File: config.mk
export PLATFORM = sky130hd
export DESIGN_NAME = latch_bank_arbiter_flat
export DESIGN_NICKNAME = d
export VERILOG_FILES = /design/src/rtl/latch_bank_arbiter_if.sv /design/src/rtl/latch_bank_arbiter.sv /design/src/flat_wrapper.sv
export SDC_FILE = /design/constraint.sdc
export NUM_CORES = 1
export LEC_CHECK = 0
export ABC_CLOCK_PERIOD_IN_PS = 2850
export BUFFER_PORTS_ARGS = -buffer_cell sky130_fd_sc_hd__buf_2
export CORE_UTILIZATION = 48
export DETAILED_ROUTE_END_ITERATION = 10
export PLACE_DENSITY_LB_ADDON = 0.15
export SLEW_MARGIN = 20
export SYNTH_ARGS = -nofsm -noshare
export SYNTH_HDL_FRONTEND = slang
export SYNTH_SLANG_ARGS = --single-unit
File: constraint.sdc
create_clock -name clk -period 2.85 [get_ports clk]
set_clock_uncertainty 0.15 [all_clocks]
set_input_delay 0.57 -clock clk [delete_from_list [all_inputs] [get_ports clk]]
set_output_delay 0.57 -clock clk [all_outputs]
set_load 0.05 [all_outputs]
File: src/rtl/latch_bank_arbiter_if.sv
`default_nettype none
// ============================================================================
// Module      : latch_bank_arbiter_if
// Description : Request/latch-bus bundle for latch_bank_arbiter. The master
//               side is the pair of requesters. The slave side is the
//               arbiter, which drives the latch data bus, the enables and
//               the write-complete acks.
// Revision    : 1.0 - initial release
// ============================================================================
interface latch_bank_arbiter_if #(
  parameter int WIDTH = 16,
  parameter int NBANK = 4
);
  localparam int AW = (NBANK > 1) ? $clog2(NBANK) : 1;

  logic             req0;
  logic [AW-1:0]    addr0;
  logic [WIDTH-1:0] data0;
  logic             req1;
  logic [AW-1:0]    addr1;
  logic [WIDTH-1:0] data1;
  logic [WIDTH-1:0] lat_d;
  logic [NBANK-1:0] lat_en;
  logic             ack0;
  logic             ack1;
  logic             busy;

  // Requester side
  modport master (
    output req0, addr0, data0, req1, addr1, data1,
    input  lat_d, lat_en, ack0, ack1, busy
  );

  // Arbiter side
  modport slave (
    input  req0, addr0, data0, req1, addr1, data1,
    output lat_d, lat_en, ack0, ack1, busy
  );
endinterface
`default_nettype wire

File: src/rtl/latch_bank_arbiter.sv
`default_nettype none
// ============================================================================
// Module      : latch_bank_arbiter
// Description : Round-robin write arbiter and strobe sequencer for a bank of
//               transparent latches. Each write runs IDLE -> SETUP -> STROBE
//               -> HOLD. Data is settled for a full cycle before the one-hot
//               enable pulse and stays settled for a full cycle after it.
// Revision    : 1.0 - initial release
// ============================================================================
module latch_bank_arbiter #(
  parameter int WIDTH = 16,
  parameter int NBANK = 4
) (
  input  wire logic       clk,
  input  wire logic       rst,
  latch_bank_arbiter_if.slave bus
);

  localparam int AW = (NBANK > 1) ? $clog2(NBANK) : 1;

  typedef enum logic [1:0] {
    IDLE   = 2'd0,
    SETUP  = 2'd1,
    STROBE = 2'd2,
    HOLD   = 2'd3
  } state_t;

  state_t           state_q;
  logic [AW-1:0]    addr_q;
  logic [WIDTH-1:0] data_q;
  logic [NBANK-1:0] en_q;
  logic             ack0_q;
  logic             ack1_q;
  logic             busy_q;
  logic             gnt_q;   // requester owning the write in flight
  logic             last_q;  // requester granted most recently

  logic             win_d;
  logic [NBANK-1:0] en_d;

  // Round-robin pick: a lone request wins, a tie goes to the one not granted last
  always_comb begin
    if (bus.req0 && bus.req1) begin
      win_d = ~last_q;
    end else begin
      win_d = bus.req1;
    end
  end

  // One-hot decode of the captured address; indices >= NBANK match no bit
  always_comb begin
    en_d = '0;
    for (int i = 0; i < NBANK; i++) begin
      if (32'(addr_q) == i) begin
        en_d[i] = 1'b1;
      end
    end
  end

  // Sequencer FSM with every output taken straight from a register
  always_ff @(posedge clk or posedge rst) begin
    if (rst) begin
      state_q <= IDLE;
      addr_q  <= '0;
      data_q  <= '0;
      en_q    <= '0;
      ack0_q  <= 1'b0;
      ack1_q  <= 1'b0;
      busy_q  <= 1'b0;
      gnt_q   <= 1'b0;
      last_q  <= 1'b1;
    end else begin
      en_q   <= '0;
      ack0_q <= 1'b0;
      ack1_q <= 1'b0;
      case (state_q)
        IDLE: begin
          if (bus.req0 || bus.req1) begin
            gnt_q   <= win_d;
            last_q  <= win_d;
            addr_q  <= win_d ? bus.addr1 : bus.addr0;
            data_q  <= win_d ? bus.data1 : bus.data0;
            busy_q  <= 1'b1;
            state_q <= SETUP;
          end
        end
        SETUP: begin
          en_q    <= en_d;
          state_q <= STROBE;
        end
        STROBE: begin
          ack0_q  <= ~gnt_q;
          ack1_q  <= gnt_q;
          state_q <= HOLD;
        end
        HOLD: begin
          busy_q  <= 1'b0;
          state_q <= IDLE;
        end
        default: begin
          state_q <= IDLE;
        end
      endcase
    end
  end

  assign bus.lat_d  = data_q;
  assign bus.lat_en = en_q;
  assign bus.ack0   = ack0_q;
  assign bus.ack1   = ack1_q;
  assign bus.busy   = busy_q;

endmodule
`default_nettype wire

File: src/flat_wrapper.sv
// flat-port wrapper written by rule: the top's interface ports become plain ports
module latch_bank_arbiter_flat 
#(
  parameter int WIDTH = 16,
  parameter int NBANK = 4
)
  (clk, rst, bus_req0, bus_addr0, bus_data0, bus_req1, bus_addr1, bus_data1, bus_lat_d, bus_lat_en, bus_ack0, bus_ack1, bus_busy);
  latch_bank_arbiter_if #(.WIDTH(WIDTH), .NBANK(NBANK)) bus_i ();
  input  wire logic clk;
  input  wire logic rst;
  input wire logic [$bits(bus_i.req0)-1:0] bus_req0;
  input wire logic [$bits(bus_i.addr0)-1:0] bus_addr0;
  input wire logic [$bits(bus_i.data0)-1:0] bus_data0;
  input wire logic [$bits(bus_i.req1)-1:0] bus_req1;
  input wire logic [$bits(bus_i.addr1)-1:0] bus_addr1;
  input wire logic [$bits(bus_i.data1)-1:0] bus_data1;
  output wire logic [$bits(bus_i.lat_d)-1:0] bus_lat_d;
  output wire logic [$bits(bus_i.lat_en)-1:0] bus_lat_en;
  output wire logic [$bits(bus_i.ack0)-1:0] bus_ack0;
  output wire logic [$bits(bus_i.ack1)-1:0] bus_ack1;
  output wire logic [$bits(bus_i.busy)-1:0] bus_busy;
  assign bus_i.req0 = bus_req0;
  assign bus_i.addr0 = bus_addr0;
  assign bus_i.data0 = bus_data0;
  assign bus_i.req1 = bus_req1;
  assign bus_i.addr1 = bus_addr1;
  assign bus_i.data1 = bus_data1;
  assign bus_lat_d = bus_i.lat_d;
  assign bus_lat_en = bus_i.lat_en;
  assign bus_ack0 = bus_i.ack0;
  assign bus_ack1 = bus_i.ack1;
  assign bus_busy = bus_i.busy;
  latch_bank_arbiter #(.WIDTH(WIDTH), .NBANK(NBANK)) u_core (.clk(clk), .rst(rst), .bus(bus_i));
endmodule
==> summary.txt <==
Drt drc = 0
Worst r2r src = u_core.state_q[0]$_DFFE_PP0P_
Warnings, synthesis = 0
Initial DRC Count = 36
Vias per cell = 5.09
Clock insertion delay at the later pin of the skew report = 320 ps
Largest net degree at the start of global routing = 30
DR WL met2 = 1280 um
Combinational fraction of design power = 55.0%
IO Pins = 63
# diodes = 0
Leakage power = 0.876 nW
Post-CTS Setup Bufs = 0
Final GP Congestion = 0.747
Root Buffer = clkbuf_4
Flop pwr share = 33.7%
Final setup fails = 0
Setup TNS = 0 ps
PortBufs = 62
Clock H-tree levels = 2
Initial antenna violation count = 0
Synth Area per Inst = 9.47 sq um
Fin Hold WS = 141 ps
Pre-Repair DR Iteration Count = 4
Total grt overflow = 0
Max VDD drop = 0.000840 V
Switching Fraction = 51.8%
Synthesized area = 1310 sq um
HPWL Detailed = 2070 um
Max FO, Critical Path = 19
CTS max path bufs = 2
Routed Antenna Nets = 0
Clock power frac = 11.4%
CP endpoint kind = register
Async SR Flop Fraction = 100%
Main synth FF type = dfrtp_1
Hold buffers post-CTS = 0
Area leader, netlist = dfrtp_1
Kind of critical path = reg2reg
Synth top cells by count = a21oi_1, dfrtp_1, nor2_1
Maxcap violations = 0
Die ar. = 2940 sq um
Status = finished clean
CTS tree = done
Routed WL per cell = 12.2 um
Die X-Extent = 54.2 um
Seq cells post-synth = 29
Via count = 1171
Row count = 18
Worst-Margin Slew = 753 ps
Final Max Slew Viols = 0
Nets@finish = 244
Library cells used by synthesis = 24
Slew headroom = 49.8%
Share of cells above drive strength 1 = 37.5%
Int Power = 0.00104 W
CP required = 2930 ps
Setup crit start kind = register
NetSw = 0.00111 W
Final Hold Fails = 0
Top sig layer = met4
RSZ-0062 raised after global routing = false
CTS Buf Count = 5
Routed WL = 2810 um
Final Cycle Share = 70.6%
FF-to-FF path depth = 5
Largest cells by area after synthesis = dfrtp_1, a21oi_1, nor2_1, nand2_1, ha_1
Top cell type's share of synthesized area = 53.6%
Fmax = 0.497 GHz
Count leader, synth = a21oi_1
Vias in the first global route = 924
Chip height = 54.2 um
Sequential fraction of the synthesis area = 55.6%
Wire length on met3 = 254 um
Clock Sink Count = 29
CTS resizes = 0
CP arrival = 2090 ps
Core area = 2520 sq um
Mapped Nets = 182
Worst-path clk slew = 90 ps
Post-synth EDFFs = 0
Effective utilization at floorplan = 51.8%
Pwr Density = 1290 nW/um^2
Final Util = 66.1%
Reg-to-reg endpoint = u_core.bus.busy$_DFFE_PP0P_
M1 WL = 1240 um
Area growth syn-to-layout = 27.6%
GRT Util Overall = 21.3%
Worst Hold Class = in2async
Post-route minimum period = 2010 ps
First-pass GRT wire length = 4170 um
Setup slack, reg-to-reg = 840 ps
Post-synthesis cell count = 138
## kinds of logic (layout without fill, tap and decap cells)
logic type,after synthesis,in the layout,synth area share (%)
compound gates,45,45,19.9
flops,29,29,55.6
mux,1,1,0.861
fa+ha+maj,4,4,3.83
simple gates,48,48,15.1
buf+inv,11,73,4.69
## worst max-delay path: stages, from the launching register on
cell	delay, ps
dfrtp_1	410
inv_1	110
ha_1	340
o21a_1	620
nor2_1	70
o21ai_0	210
## final cells by class
class | instances | area (sq um)
well taps | 30 | 37.5
inverters | 3 | 11.3
fillers | 212 | 855
repair buffers | 63 | 318
clock buffers | 7 | 55.1
flip-flops and latches | 29 | 727
multi-input cells | 98 | 519
## layer usage
layer | GRT usage, % | up-vias
met4 | 7.69 | 0
met2 | 31.7 | 55
met1 | 27.6 | 525
met5 | 0 | -
li1 | - | 585
met3 | 8.76 | 6
## registers in the layout, summed over array words and instances (netlist names)
name	cells
u_core.addr_q	2
u_core.bus.ack0	1
u_core.bus.ack1	1
u_core.bus.busy	1
u_core.bus.lat_d	16
u_core.bus.lat_en	4
u_core.gnt_q	1
u_core.last_q	1
u_core.state_q	2
## how the worst max path moves through the flow
stage / slack (ps) / start / endpoint
2_1_floorplan: 1230 / bus_req0 / u_core.bus.lat_d[9]$_DFFE_PP0P_
3_3_place_gp: 1000 / u_core.state_q[0]$_DFFE_PP0P_ / u_core.bus.lat_d[2]$_DFFE_PP0P_
3_5_place_dp: 860 / u_core.state_q[0]$_DFFE_PP0P_ / u_core.bus.busy$_DFFE_PP0P_
4_1_cts: 860 / u_core.state_q[0]$_DFFE_PP0P_ / u_core.bus.busy$_DFFE_PP0P_
5_1_grt: 670 / u_core.state_q[0]$_DFFE_PP0P_ / u_core.bus.busy$_DFFE_PP0P_
6_report: 840 / u_core.state_q[0]$_DFFE_PP0P_ / u_core.bus.busy$_DFFE_PP0P_
## metrics by stage
step,cell area (sq um),std cells,total power [W],setup WS (ps)
floorplan,1310,138,0.00166,1230
global placement,1610,223,0.00188,1000
detailed placement,1610,223,0.00192,861
CTS,1670,230,0.00216,865
global route,1670,230,0.00230,672
finish,1670,230,0.00215,839
## power by group through the flow
stage                     clock network [W]  logic [W]  registers, W
after CTS                          0.000249    0.00119      0.000726
final                              0.000244    0.00118      0.000724
after global routing               0.000269    0.00128      0.000750
after floorplan                           0   0.000423       0.00123
after detailed placement                  0    0.00119      0.000733
after global placement                    0    0.00116      0.000723
## cell usage in the layout, fill, tap and decap left out, drive strengths merged
cell type,instances
a21bo,1
a21boi,1
a21oi,37
a22o,1
a31oi,2
and2,1
and3,1
and3b,1
buf,63
clkbuf,7
dfrtp,28
dfstp,1
ha,4
inv,3
mux2,1
nand2,20
nand3,1
nor2,22
nor2b,1
nor3b,1
o21a,1
o21ai,2
No activity file was read; power rests on OpenSTA's default activity.
